<file path="src/rtl/imm_gen_if.sv">
// Handshake and data bundle for imm_gen: instruction side in, immediate side out.
interface imm_gen_if #(
  parameter int unsigned XLEN  = 32,
  parameter int unsigned TAG_W = 32
);
  logic             in_valid;
  logic             in_ready;
  logic [2:0]       ImmSrc;
  logic [31:0]      instr;
  logic [TAG_W-1:0] in_tag;
  logic             flush;
  logic             out_valid;
  logic             out_ready;
  logic [XLEN-1:0]  ImmOp;
  logic [TAG_W-1:0] out_tag;
  logic             out_illegal;

  // Decode stage / bench side: drives instructions, consumes immediates.
  modport master (
    output in_valid, ImmSrc, instr, in_tag, flush, out_ready,
    input  in_ready, out_valid, ImmOp, out_tag, out_illegal
  );

  // Immediate generator side.
  modport slave (
    input  in_valid, ImmSrc, instr, in_tag, flush, out_ready,
    output in_ready, out_valid, ImmOp, out_tag, out_illegal
  );
endinterface

</file>
<file path="src/rtl/imm_gen.sv">
// Registered RV32I/RV64I immediate generator with a 2-entry skid-buffered
// valid/ready output stage. XLEN must be 32 or 64.
module imm_gen #(
  parameter int unsigned XLEN  = 32,
  parameter int unsigned TAG_W = 32
) (
  input  logic      clk,
  input  logic      rst_n,
  imm_gen_if.slave  bus
);

  typedef enum logic [1:0] {
    EMPTY = 2'd0,
    ONE   = 2'd1,
    FULL  = 2'd2
  } state_t;

  state_t           state_q, state_d;
  logic             in_ready_q;

  logic [XLEN-1:0]  out_imm_q, skid_imm_q;
  logic [TAG_W-1:0] out_tag_q, skid_tag_q;
  logic             out_ill_q, skid_ill_q;

  logic [31:0]      ir;
  logic [31:0]      raw32;
  logic             sext;
  logic [XLEN-1:0]  dec_imm;
  logic             dec_ill;

  logic             accept, drain;
  logic             load_out_new, load_out_skid, load_skid;

  // Opcode bits play no part in any immediate format.
  logic             unused_opcode;
  assign unused_opcode = ^bus.instr[6:0];

  assign ir = bus.instr;

  // Combinational decode into a 32-bit value, then sign- or zero-extend to XLEN.
  always_comb begin
    raw32   = '0;
    sext    = 1'b1;
    dec_ill = 1'b0;
    case (bus.ImmSrc)
      3'b000: raw32 = {{20{ir[31]}}, ir[31:20]};
      3'b001: raw32 = {{19{ir[31]}}, ir[31], ir[7], ir[30:25], ir[11:8], 1'b0};
      3'b010: raw32 = {{20{ir[31]}}, ir[31:25], ir[11:7]};
      3'b011: raw32 = {ir[31:12], 12'b0};
      3'b100: raw32 = {{11{ir[31]}}, ir[31], ir[19:12], ir[20], ir[30:21], 1'b0};
      3'b101: begin
        sext = 1'b0;
        if (XLEN == 64) begin
          raw32 = {26'b0, ir[25:20]};
        end else if (ir[25]) begin
          dec_ill = 1'b1;
        end else begin
          raw32 = {27'b0, ir[24:20]};
        end
      end
      3'b110: begin
        sext  = 1'b0;
        raw32 = {27'b0, ir[19:15]};
      end
      default: dec_ill = 1'b1;
    endcase
    dec_imm = sext ? XLEN'($signed(raw32)) : XLEN'(raw32);
  end

  assign accept = bus.in_valid & in_ready_q;
  assign drain  = (state_q != EMPTY) & bus.out_ready;

  // Next-state and load selects; flush overrides drain and accept.
  always_comb begin
    state_d       = state_q;
    load_out_new  = 1'b0;
    load_out_skid = 1'b0;
    load_skid     = 1'b0;
    if (bus.flush) begin
      state_d = EMPTY;
    end else begin
      case (state_q)
        EMPTY: begin
          if (accept) begin
            state_d      = ONE;
            load_out_new = 1'b1;
          end
        end
        ONE: begin
          if (drain && accept) begin
            load_out_new = 1'b1;
          end else if (drain) begin
            state_d = EMPTY;
          end else if (accept) begin
            state_d   = FULL;
            load_skid = 1'b1;
          end
        end
        FULL: begin
          if (drain) begin
            state_d       = ONE;
            load_out_skid = 1'b1;
          end
        end
        default: state_d = EMPTY;
      endcase
    end
  end

  // State register; in_ready is registered from the next state only.
  always_ff @(posedge clk or negedge rst_n) begin
    if (!rst_n) begin
      state_q    <= EMPTY;
      in_ready_q <= 1'b1;
    end else begin
      state_q    <= state_d;
      in_ready_q <= (state_d != FULL);
    end
  end

  // Output and skid data registers.
  always_ff @(posedge clk or negedge rst_n) begin
    if (!rst_n) begin
      out_imm_q  <= '0;
      out_tag_q  <= '0;
      out_ill_q  <= 1'b0;
      skid_imm_q <= '0;
      skid_tag_q <= '0;
      skid_ill_q <= 1'b0;
    end else begin
      if (load_out_new) begin
        out_imm_q <= dec_imm;
        out_tag_q <= bus.in_tag;
        out_ill_q <= dec_ill;
      end else if (load_out_skid) begin
        out_imm_q <= skid_imm_q;
        out_tag_q <= skid_tag_q;
        out_ill_q <= skid_ill_q;
      end
      if (load_skid) begin
        skid_imm_q <= dec_imm;
        skid_tag_q <= bus.in_tag;
        skid_ill_q <= dec_ill;
      end
    end
  end

  assign bus.in_ready    = in_ready_q;
  assign bus.out_valid   = (state_q != EMPTY);
  assign bus.ImmOp       = out_imm_q;
  assign bus.out_tag     = out_tag_q;
  assign bus.out_illegal = out_ill_q;

endmodule

</file>
<file path="src/flat_wrapper.sv">
// flat-port wrapper written by rule: the top's interface ports become plain ports
module imm_gen_flat 
#(
  parameter int unsigned XLEN  = 32,
  parameter int unsigned TAG_W = 32
)
  (clk, rst_n, bus_in_valid, bus_ImmSrc, bus_instr, bus_in_tag, bus_flush, bus_out_ready, bus_in_ready, bus_out_valid, bus_ImmOp, bus_out_tag, bus_out_illegal);
  imm_gen_if #(.XLEN(XLEN), .TAG_W(TAG_W)) bus_i ();
  input  logic clk;
  input  logic rst_n;
  input wire logic [$bits(bus_i.in_valid)-1:0] bus_in_valid;
  input wire logic [$bits(bus_i.ImmSrc)-1:0] bus_ImmSrc;
  input wire logic [$bits(bus_i.instr)-1:0] bus_instr;
  input wire logic [$bits(bus_i.in_tag)-1:0] bus_in_tag;
  input wire logic [$bits(bus_i.flush)-1:0] bus_flush;
  input wire logic [$bits(bus_i.out_ready)-1:0] bus_out_ready;
  output wire logic [$bits(bus_i.in_ready)-1:0] bus_in_ready;
  output wire logic [$bits(bus_i.out_valid)-1:0] bus_out_valid;
  output wire logic [$bits(bus_i.ImmOp)-1:0] bus_ImmOp;
  output wire logic [$bits(bus_i.out_tag)-1:0] bus_out_tag;
  output wire logic [$bits(bus_i.out_illegal)-1:0] bus_out_illegal;
  assign bus_i.in_valid = bus_in_valid;
  assign bus_i.ImmSrc = bus_ImmSrc;
  assign bus_i.instr = bus_instr;
  assign bus_i.in_tag = bus_in_tag;
  assign bus_i.flush = bus_flush;
  assign bus_i.out_ready = bus_out_ready;
  assign bus_in_ready = bus_i.in_ready;
  assign bus_out_valid = bus_i.out_valid;
  assign bus_ImmOp = bus_i.ImmOp;
  assign bus_out_tag = bus_i.out_tag;
  assign bus_out_illegal = bus_i.out_illegal;
  imm_gen #(.XLEN(XLEN), .TAG_W(TAG_W)) u_core (.clk(clk), .rst_n(rst_n), .bus(bus_i));
endmodule
</file>
<file path="config.mk">
export PLATFORM = sky130hd
export DESIGN_NAME = imm_gen_flat
export DESIGN_NICKNAME = d
export VERILOG_FILES = /design/src/rtl/imm_gen_if.sv /design/src/rtl/imm_gen.sv /design/src/flat_wrapper.sv
export SDC_FILE = /design/constraint.sdc
export NUM_CORES = 1
export LEC_CHECK = 0
export BUFFER_PORTS_ARGS = -buffer_cell sky130_fd_sc_hd__buf_2
export CORE_MARGIN = 4
export CORE_UTILIZATION = 30
export CTS_BUF_LIST = sky130_fd_sc_hd__clkbuf_8
export DETAILED_ROUTE_END_ITERATION = 10
export SLEW_MARGIN = 5
export SYNTH_ARGS = -nofsm -noshare
export SYNTH_HDL_FRONTEND = slang
export SYNTH_SLANG_ARGS = --single-unit
</file>
<file path="constraint.sdc">
create_clock -name clk -period 1.8 [get_ports clk]
set_input_delay 0 -clock clk [delete_from_list [all_inputs] [get_ports clk]]
set_output_delay 0 -clock clk [all_outputs]
set_load 0.05 [all_outputs]
</file>
==> metrics.txt <==
Finish-stage setup viols=0; Synth Flop Type=dfrtp_1; relative slew slack=62.0%; met3 Usage GRT=roughly 3.5%; Core Region=roughly 19000 um2; post-synthesis sequential area ratio=56.8%; DR vias/cell=~4.7; Rows=50; Hold Fails Final Rpt=0; Critical Path AT=around 2100 ps; root buffer cell=clkbuf_8; DIE AREA=roughly 22000 um2; Yosys reg bits=133; met1 Usage GRT=between 20% and 30%; critical path class=flip-flop to flip-flop; crit-path max cell delay=550 ps; CTS H-tree lvls=4; CTS tree=done; drt pass-1 iters=4; Final period util=95.7%; all-layer global routing usage=roughly 15%; RSZ-0062 raised after global routing=no; FF-to-FF setup slack=approximately 77 ps; Clock Skew=14.2 ps; clk sink count=133; Non-Filler Instances=~1100; CP required=around 2200 ps; initial DRC count=333; Post-Syn Nets=660; final core utilization=41.8%; Synth cell types=40; Layout Nets=851; M2 GR Usage=24.2%; total CTS buffers=17; Max Fclk=~580 MHz; grt ovf=0; Die H=between 100 and 150 um; DR WL/cell=15.6 um; first-pass GRT wire length=26400 um; Max clock buf depth=2; status=finished clean; pin count of the biggest net entering global routing=50; slowest CP cell=dlygate4sd3_1; CP cell instances=nor2b_1 -> buf_4 -> xnor2_1 -> nand2_1 -> a21oi_2 -> dlygate4sd3_1; Ports=139; RR Startpoint=u_core.state_q[0]$_DFF_PN0_; hold slack=36.4 ps; leakage=3.93 nW; Syn-to-layout area delta=35.2%; worst hold path type=primary input to async pin; initial antenna violation count=0; Reg2Reg Depth=6; vias=between 4000 and 5000; antenna cells=0; vias in the first global route=4893; Pins Over Slew Limit=0; Skew-Pair Late Insertion Delay=440 ps; Max-Cap Viols=0; CP Launch Type=flip-flop; Period minus WS final=between 1500 and 2000 ps; Total Wirelength=16400 um; Initial Utilization=30.9%; Mapped Cells=about 590; DP HPWL=10700 um; Post-synth EDFFs=0; dpl cells=961; reg2reg end=u_core.state_q[0]$_DFF_PN0_; setup TNS=0 ps; pwr/cell area=1160 nW/um2; Clk pin slew, worst setup/hold paths=roughly 80 ps; routability congestion estimate from global placement=0.778; worst-path fanout max=6; # port buffers=131; share of layout cells above drive strength 1=26.6%; Critical Path Sink Type=flip-flop; Syn. warnings=0; Total Power=9.17 mW; asr flop ratio synth=100%; syn_area_per_cell=9.96 um2; antenna-violating nets left=0; busiest grt layer=met2; VDD IR-drop max=0.434 mV; die span in x=148 um; drt drc=0; synthesized area=approximately 6000 um2; Worst-Margin Slew=569 ps
## worst max-delay path: cells and delay by family (launching register included)
kind            cells  cell delay (ps)
simple gates        2              230
buf+inv             2              700
compound gates      1              130
flops               1              460
xor+xnor            1              150
## power breakdown
group / internal, mW / total (mW) / switching [mW]
clock: 1.44 / 2.65 / 1.21
combinational: 0.809 / 2.50 / 1.69
sequential: 3.66 / 4.02 / 0.363
## layout make-up
type,instances,area (um2)
Timing Repair Buffer,215,1530
Multi-Input combinational cell,409,2310
Fill cell,1903,11000
Clock buffer,19,262
Clock inverter,13,156
Tap cell,260,325
Sequential cell,133,3330
Inverter,3,11.3
## per-stage QoR
step           setup slack, ps  cell area [um2]
3_5_place_dp               134             6900
5_1_grt                  0.566             7920
6_report                  76.7             7920
3_3_place_gp               160             6900
4_1_cts                   32.3             7880
2_1_floorplan             39.5             5860
## repair_timing
item	in CTS	in global routing
hold buffers	56	0
buffers inserted	0	2
endpoints found under the setup margin	0	10
gates resized for setup	0	2
endpoints found under the hold margin	248	0
## layer usage
layer  wire, um  vias to the layer above
met5          0                        -
met4        242                        0
met3        738                       15
met2       7930                      113
met1       7530                     2439
li1           -                     2429
## registers in the layout, indices dropped and copies added, names as in the netlist
name and count:
u_core.bus.ImmOp 32, u_core.bus.in_ready 1, u_core.bus.out_illegal 1, u_core.bus.out_tag 32, u_core.skid_ill_q 1, u_core.skid_imm_q 32
u_core.skid_tag_q 32, u_core.state_q 2
## cell families (layout without fill, tap and decap cells)
| kind of cell | Yosys count | count (layout) | synth area share (%) |
|---|---|---|---|
| DFF | 133 | 133 | 56.8 |
| adders and majority gates | 1 | 1 | 0.171 |
| and+or+nand+nor | 238 | 238 | 17.6 |
| muxes | 12 | 12 | 2.22 |
| xor gates and xnor gates | 1 | 1 | 0.150 |
| AOI/OAI and AO/OA | 157 | 157 | 18.7 |
| buffers and inverters | 46 | 250 | 4.29 |
## how the worst max path moves through the flow
stage,from,to,depth (start not counted)
5_1_grt,u_core.state_q[0]$_DFF_PN0_,u_core.bus.ImmOp[19]$_DFFE_PN0P_,6
4_1_cts,u_core.state_q[0]$_DFF_PN0_,u_core.state_q[0]$_DFF_PN0_,6
6_report,u_core.state_q[0]$_DFF_PN0_,u_core.state_q[0]$_DFF_PN0_,6
3_3_place_gp,u_core.state_q[0]$_DFF_PN0_,u_core.bus.ImmOp[6]$_DFFE_PN0P_,4
3_5_place_dp,u_core.state_q[0]$_DFF_PN0_,u_core.bus.ImmOp[1]$_DFFE_PN0P_,5
2_1_floorplan,u_core.bus.in_ready$_DFF_PN1_,u_core.skid_imm_q[18]$_DFFE_PN0P_,4
## placed cells by master, fill, tap and decap left out, types with 19 or more instances in the layout
| cell type | instances |
|---|---|
| nand2_1 | 181 |
| dfrtp_1 | 131 |
| buf_2 | 130 |
| dlygate4sd3_1 | 56 |
| a22oi_1 | 35 |
| a21oi_1 | 33 |
| buf_4 | 21 |
| nor2_1 | 20 |
| a31oi_1 | 20 |
| o21ai_0 | 20 |
| a221o_1 | 19 |
| clkbuf_8 | 19 |
## cell usage after synthesis (5+ instances only)
cell type  instances  area (um2)
a221o_1           19         190
a21oi_1           34         170
nand2_1          182         683
clkbuf_1           9        33.8
a22o_1            13         114
dfrtp_1          132        3300
buf_4              8        60.1
nor2b_1            9        56.3
a211oi_1           5        37.5
a21o_1             8        60.1
buf_2             21         105
a31oi_1           20         125
nor2_1            21        78.8
mux2_2             8        90.1
a22oi_1           35         263
and2_1             6        37.5
o21ai_0           20         100
Note: power is estimated with default switching activity, not from simulation.
